`src/rtl/jpeg_pkg.sv`:
```
// Shared definitions for the JPEG host port: sequencer state encoding and default sizes.
package jpeg_pkg;

   localparam int unsigned PIX_COUNT_DEF = 1024;
   localparam int unsigned CPU_BUS       = 32;
   localparam int unsigned PTR_W         = 17;

   typedef enum logic [2:0] {
      StIdle,
      StLoad,
      StWaitRdy,
      StIssue,
      StLatch,
      StHold,
      StDone
   } jpeg_state_e;

endpackage

```
`src/rtl/jpeg_host_rdport.sv`:
```
// Readback engine: walks the word pointer, waits out the core's read latency and holds
// each result word on the ready/valid output until it is taken.
module jpeg_host_rdport #(
   parameter int unsigned BUS_W    = 32,
   parameter int unsigned PTR_W    = 17,
   parameter int unsigned READ_LAT = 1
) (
   input  logic             clock,
   input  logic             reset,
   input  logic             clear,
   input  logic             issue,
   input  logic             latch,
   input  logic             hold,
   input  logic [PTR_W-1:0] words,
   input  logic [BUS_W-1:0] cpu_out,
   input  logic             res_ready,
   output logic [PTR_W-1:0] ptr_out,
   output logic             res_valid,
   output logic [BUS_W-1:0] res_data,
   output logic             lat_zero,
   output logic             last_word
);

   localparam int unsigned LatW = 2;

   logic [PTR_W-1:0] ptr_q;
   logic [LatW-1:0]  lat_q;
   logic             res_valid_q;
   logic [BUS_W-1:0] res_data_q;

   always_ff @(posedge clock or posedge reset) begin
      if (reset) begin
         ptr_q       <= '0;
         lat_q       <= '0;
         res_valid_q <= 1'b0;
         res_data_q  <= '0;
      end else if (clear) begin
         ptr_q       <= '0;
         lat_q       <= '0;
         res_valid_q <= 1'b0;
      end else if (issue) begin
         lat_q <= LatW'(READ_LAT - 1);
      end else if (latch) begin
         if (lat_q == '0) begin
            res_data_q  <= cpu_out;
            res_valid_q <= 1'b1;
         end else begin
            lat_q <= lat_q - LatW'(1);
         end
      end else if (hold && res_ready) begin
         res_valid_q <= 1'b0;
         ptr_q       <= ptr_q + PTR_W'(1);
      end
   end

   assign ptr_out   = ptr_q;
   assign res_valid = res_valid_q;
   assign res_data  = res_data_q;
   assign lat_zero  = (lat_q == '0);
   // Only meaningful while words is nonzero; a zero count never reaches readback.
   assign last_word = (ptr_q == (words - PTR_W'(1)));

endmodule

```
`src/rtl/jpeg_host_port.sv`:
```
// Host-side initiator for the JPEG core CPU bus: loads one frame of pixels, waits for
// out_ready, then streams the programmed number of encoded words back out.
module jpeg_host_port #(
   parameter int unsigned PIX_COUNT = jpeg_pkg::PIX_COUNT_DEF,
   parameter int unsigned BUS_W     = jpeg_pkg::CPU_BUS,
   parameter int unsigned PTR_W     = jpeg_pkg::PTR_W,
   parameter int unsigned READ_LAT  = 1
) (
   input  logic             clock,
   input  logic             reset,
   input  logic             start,
   input  logic [PTR_W-1:0] out_words,
   input  logic             src_valid,
   input  logic [23:0]      src_data,
   output logic             src_ready,
   output logic             enable,
   output logic             write,
   output logic [BUS_W-1:0] cpu_in,
   input  logic             out_ready,
   output logic [PTR_W-1:0] ptr_out,
   input  logic [BUS_W-1:0] cpu_out,
   output logic             res_valid,
   output logic [BUS_W-1:0] res_data,
   input  logic             res_ready,
   output logic             busy,
   output logic             done
);

   import jpeg_pkg::*;

   localparam int unsigned CntW = $clog2(PIX_COUNT + 1);

   jpeg_state_e      state_q, state_d;
   logic [PTR_W-1:0] words_q;
   logic [CntW-1:0]  pix_cnt_q;
   logic [BUS_W-1:0] cpu_in_q;
   logic             frame_go;
   logic             xfer;
   logic             last_pix;
   logic             lat_zero;
   logic             last_word;

   assign frame_go  = (state_q == StIdle) && start;
   assign src_ready = (state_q == StLoad);
   assign xfer      = src_ready && src_valid;
   assign last_pix  = (pix_cnt_q == CntW'(PIX_COUNT - 1));
   assign write     = xfer;
   // Bus shows the live pixel on a transfer, otherwise keeps the last written one.
   assign cpu_in    = xfer ? BUS_W'(src_data) : cpu_in_q;
   assign busy      = (state_q != StIdle);
   assign done      = (state_q == StDone);
   assign enable    = busy && !done;

   always_comb begin
      state_d = state_q;
      unique case (state_q)
         StIdle:    if (start) state_d = StLoad;
         StLoad:    if (xfer && last_pix) state_d = StWaitRdy;
         StWaitRdy: begin
            if (words_q == '0) begin
               state_d = StDone;
            end else if (out_ready) begin
               state_d = StIssue;
            end
         end
         StIssue:   state_d = StLatch;
         StLatch:   if (lat_zero) state_d = StHold;
         StHold:    if (res_ready) state_d = last_word ? StDone : StIssue;
         StDone:    state_d = StIdle;
         default:   state_d = StIdle;
      endcase
   end

   always_ff @(posedge clock or posedge reset) begin
      if (reset) begin
         state_q   <= StIdle;
         words_q   <= '0;
         pix_cnt_q <= '0;
         cpu_in_q  <= '0;
      end else begin
         state_q <= state_d;
         if (frame_go) begin
            words_q   <= out_words;
            pix_cnt_q <= '0;
         end else if (xfer) begin
            pix_cnt_q <= pix_cnt_q + CntW'(1);
         end
         if (xfer) cpu_in_q <= BUS_W'(src_data);
      end
   end

   jpeg_host_rdport #(
      .BUS_W    (BUS_W),
      .PTR_W    (PTR_W),
      .READ_LAT (READ_LAT)
   ) u_rdport (
      .clock     (clock),
      .reset     (reset),
      .clear     (frame_go),
      .issue     (state_q == StIssue),
      .latch     (state_q == StLatch),
      .hold      (state_q == StHold),
      .words     (words_q),
      .cpu_out   (cpu_out),
      .res_ready (res_ready),
      .ptr_out   (ptr_out),
      .res_valid (res_valid),
      .res_data  (res_data),
      .lat_zero  (lat_zero),
      .last_word (last_word)
   );

endmodule

```
`config.mk`:
```
export PLATFORM = sky130hd
export DESIGN_NAME = jpeg_host_port
export DESIGN_NICKNAME = d
export VERILOG_FILES = /design/src/rtl/jpeg_pkg.sv /design/src/rtl/jpeg_host_rdport.sv /design/src/rtl/jpeg_host_port.sv
export SDC_FILE = /design/constraint.sdc
export NUM_CORES = 1
export LEC_CHECK = 0
export ABC_AREA = 1
export BUFFER_PORTS_ARGS = -buffer_cell sky130_fd_sc_hd__clkbuf_2
export CORE_MARGIN = 2
export CORE_UTILIZATION = 55
export DETAILED_ROUTE_END_ITERATION = 8
export PLACE_DENSITY = 0.81
export SLEW_MARGIN = 30
export SYNTH_ARGS = -nofsm -noshare
export SYNTH_HDL_FRONTEND = slang
export SYNTH_SLANG_ARGS = --single-unit
```
`constraint.sdc`:
```
create_clock -name clock -period 6.9 [get_ports clock]
set_input_delay 1.38 -clock clock [delete_from_list [all_inputs] [get_ports clock]]
set_output_delay 1.38 -clock clock [all_outputs]
set_load 0.005 [all_outputs]
```
# Word level (Yosys, flattened, before mapping)
# Index checks and enable logic that the tools add are counted.
[word_totals] regBits=115 latch_bits=0 ram_bits=0 mem_bits_ro=0 inputBits=79 out_inout_bits=87 wordCells=74 n_memories=0
[op_classes] add_sub_neg=4 mul=0 div_mod_pow=0 order_cmp=0 eq_ne=17 shift=0 muxes=24 bitwise=2 n_reduce_logical=19
[ops] op="$mux 17" count=4
[ops] op="$mux 32" count=1
[ops] op="$mux 11" count=2
[ops] op="$mux 3" count=7
[ops] op="$pmux 3 s6" count=1
[ops] op="$add 17x1->17 const B" count=1
[ops] op="$eq 17x17->1" count=1
[ops] op="$logic_not 17->1" count=1
[ops] op="$sub 17x1->17 const B" count=1
[ops] op="$add 11x1->11 const B" count=1
[ops] op="$eq 11x10->1 const B" count=1
[ops] op="$ne 2x2->1 const B" count=5
[ops] op="$eq 3x3->1 const B" count=3
[ops] op="$reduce_bool 3->1" count=3
[ops] op="$mux 2" count=4
[ops] op="$eq 3x2->1 const B" count=2
[ops] op="$ne 3x3->1 const B" count=2
[ops] op="$reduce_and 3->1" count=2
[ops] op="$logic_and 1x1->1" count=5
[ops] op="$mux 1" count=5
[ops] op="$reduce_and 5->1" count=1
[ops] op="$reduce_and 4->1" count=1
[ops] op="$reduce_bool 2->1" count=2
[ops] op="$eq 3x1->1 const B" count=1
[ops] op="8 further kinds" count=9

# Logic depth before layout (Yosys ltp)
[depth] ltp_word=6 depth_mapped=16 depth_no_buf=16

# Modules after synthesis
# A second synthesis with hierarchy kept.
[unflattened] hier_cells=686 hier_area_um2=5800.6
[by_module_without_submodules] mod="jpeg_host_rdport" instances=1 cells_per_inst=347 area_per_inst_um2=3007.9 seq_area_each_um2=1301.2
[by_module_without_submodules] mod="jpeg_host_port" instances=1 cells_per_inst=339 area_per_inst_um2=2792.7 seq_area_each_um2=1576.5

# Worst setup path before layout
# OpenSTA, ideal clock, no wires.
[synth_path] path_type="input port to output port" from="in src_valid" to="out cpu_in[24] (netlist name)" t_arrival_ns=2.149 t_required_ns=5.520 path_slack_ns=3.371 path_stages=5 path_buffers=2 cell_sequence="nand2_1 > buf_2 > clkinv_1 > buf_2 > nor2_1"
[synth_lines] item="from (decl)" line="jpeg_host_port.sv:13" text="input logic src_valid,"

==> out/qor.txt <==
Final setup fails - 0
Post-DP HPWL - 9350 um
Syn_nets - 727
RSZ-0062 raised after global routing - false
CP arrival - 3.72 ns
Setup Skew - 0.00844 ns
Synthesis Warnings - 0
Reg2reg end - pix_cnt_q[0]
Die area - 10800 sq um
Clock Sink Count - 115
Post-synth EDFFs - 0
Resize count post-CTS - 0
Worst-path fanout max - 35
Hold Crit Class - flop to flop
First DRT Iteration DRCs - 253
Final TNS setup - 0 ns
DR pass1 iterations - 5
Max-cap viol count - 0
Final Core Density - 0.717
Post-route DRC - 0
Slew headroom - 0.377
Top post-synthesis cells by count - 211 x nand2_1, 115 x dfrtp_1, 71 x inv_1
Hold_buf cts - 0
Root buffer cell - clkbuf_8
Register bit total from synthesis - 115
Final Cell Area - 6980 sq um
Slew @ Worst Pin - 0.929 ns
Leakage power figure - 0.00370 uW
Worst setup SP type - input port
Wirelength per Cell - 13.8 um
Asr flop ratio synth - 1.00
Dpl cell area - 6410 sq um
Post-CTS setup buffer count - 0
Hold path endpoint - cpu_in_q[4]
Area Growth Syn to Fin - 27.7%
Crit-path max cell delay - 1.01 ns
Synth top area share - 0.526
Share of cells above drive strength 1 - 0.299
Top-count cell post-synth - nand2_1
WP data required - 5.52 ns
Total CTS buffers - 17
Type of the worst setup path - input port to primary output
Number of distinct library cells after synthesis - 33
Initial core utilization - 0.562
Fill cells - 762
Worst vdd ir - 0.000319 V
Setup slack, reg-to-reg - 3.91 ns
Dpl cells - 929
Via Count - 4865
Min Clock Period, post-route - 5.10 ns
Max Slew Vio Count - 0
Reg2Reg Depth - 7
Die W - 104 um
Power Density - 430 nW/um^2
Hold path start - cpu_in_q[4]
Worst Path Buf+Inv - 3
CTS tree - done
Core area - 9730 sq um
Cell-by-cell trace of the critical path - clkbuf_2, nand2_1, clkinv_1, nor2_1, clkbuf_2
Clk Latency, worst-skew pair - 0.52 ns
Hold path depth - 2
Placer Congestion - 0.885
R2r startpoint - state_q[1]
Largest net degree at the start of global routing - 64
IO buf count - 165
Ys flop type - dfrtp_1
Fin crit share - 0.739
Synth area leaders - dfrtp_1 53%, nand2_1 14%, mux2_2 6.6%
N_diodes - 0
Status - completed
Initial antenna violation count - 0
Die H - 104 um
WL final - 13300 um
Via density - 5.07
Synthesized cell area - 5470 sq um
Sequential share of the synthesized area - 0.526
Critical Path Sink Type - primary output
Reg clk slew, reported paths - 0.06 ns
Overall Global Routing Usage - 0.257
CP most frequent cell - clkbuf_2
Post-synth top area cell - dfrtp_1
Post-DRT Antenna Nets - 0
Slowest CP cell - clkinv_1
First-pass GRT wire length - 22200 um
Highest clock rate - 0.196 GHz
Total congestion overflow - 0
Syn Area/Cell - 8.49 sq um
Clk buf depth - 2
Area of the multi-input gates - 2250 sq um
Final layout net count - 898
Storage element area - 2880 sq um
Vias in the first global route - 4870
# IOs - 166
H-tree depth - 4
Final hold violations - 0
Row cnt - 36
Top Family by Delay on Critical Path - buffers and inverters
Mapped Cells - 644
Finished Layout Cells - 960
cells by family (layout without fill, tap and decap cells):
group	after synthesis	count (layout)	synth area share
buffers and inverters	89	272	0.0627
adder cells (fa/ha/maj)	4	4	0.00916
flip-flops	115	115	0.526
AO/OA/AOI/OAI	59	59	0.0595
XOR/XNOR	11	11	0.0176
AND/OR/NAND/NOR	334	334	0.259
multiplexers	32	32	0.0659
per-stage QoR:
stage	hold slack [ns]	power [uW]	setup slack (ns)
floorplan	0.462	1760	2.48
global placement	0.457	2120	1.92
detailed placement	0.462	2170	1.77
CTS	0.479	3020	1.77
global route	0.489	3210	1.51
finish	0.475	3000	1.80
sequential cells by signal (all words and copies together) (netlist names):
name / cells
cpu_in_q: 32
pix_cnt_q: 11
state_q: 3
u_rdport.lat_q: 2
u_rdport.ptr_out: 17
u_rdport.res_data: 32
u_rdport.res_valid: 1
words_q: 17
layout make-up:
| cell class | instances | area share |
|---|---|---|
| Sequential cell | 115 | 0.412 |
| Multi-Input combinational cell | 440 | 0.322 |
| Timing Repair Buffer | 167 | 0.120 |
| Clock buffer | 23 | 0.0669 |
| Inverter | 74 | 0.0402 |
| Tap cell | 133 | 0.0238 |
| Clock inverter | 8 | 0.0147 |
worst min-delay path, cell delays in order, from the launching register on:
cell     delay, ns
dfrtp_1       0.32
nand2_1       0.05
nand2_1       0.07
metal layers:
layer	share of wire	track usage	routed length, um	vias up
met1	0.40	0.295	5360	2304
met4	0.022	0.106	292	0
met5	0	0	0	-
met2	0.52	0.450	6870	154
met3	0.058	0.0755	767	27
li1	-	-	-	2380
cell usage in the layout (no fill, tap or decap), drive strengths merged:
cell type	count
nand4	3
a21o	1
and3	2
clkinv	5
nand3b	5
and2	1
xnor2	6
a31oi	2
nor2	65
a21oi	22
mux2	32
bufinv	2
nor3	17
xor2	5
inv	73
o21a	1
o32ai	1
nand3	25
o21ai	29
o211ai	2
dfrtp	115
clkbuf	188
clkinvlp	2
buf	2
ha	4
nand2	216
o31ai	1
where the power goes:
group          switching (uW)  total, uW  internal, uW
clock network             298        837           540
registers                 156       1070           913
logic                     632       1090           462
total                    1090       3000          1920
worst max-delay path by stage:
stage / startpoint / endpoint / depth (start not counted)
2_1_floorplan: reset / cpu_in_q[0] / 1
3_3_place_gp: src_valid / cpu_in[29] / 5
3_5_place_dp: src_valid / cpu_in[25] / 5
4_1_cts: src_valid / cpu_in[25] / 5
5_1_grt: src_valid / cpu_in[27] / 5
6_report: src_valid / cpu_in[24] / 5
Power figures use the tool's default switching activity.
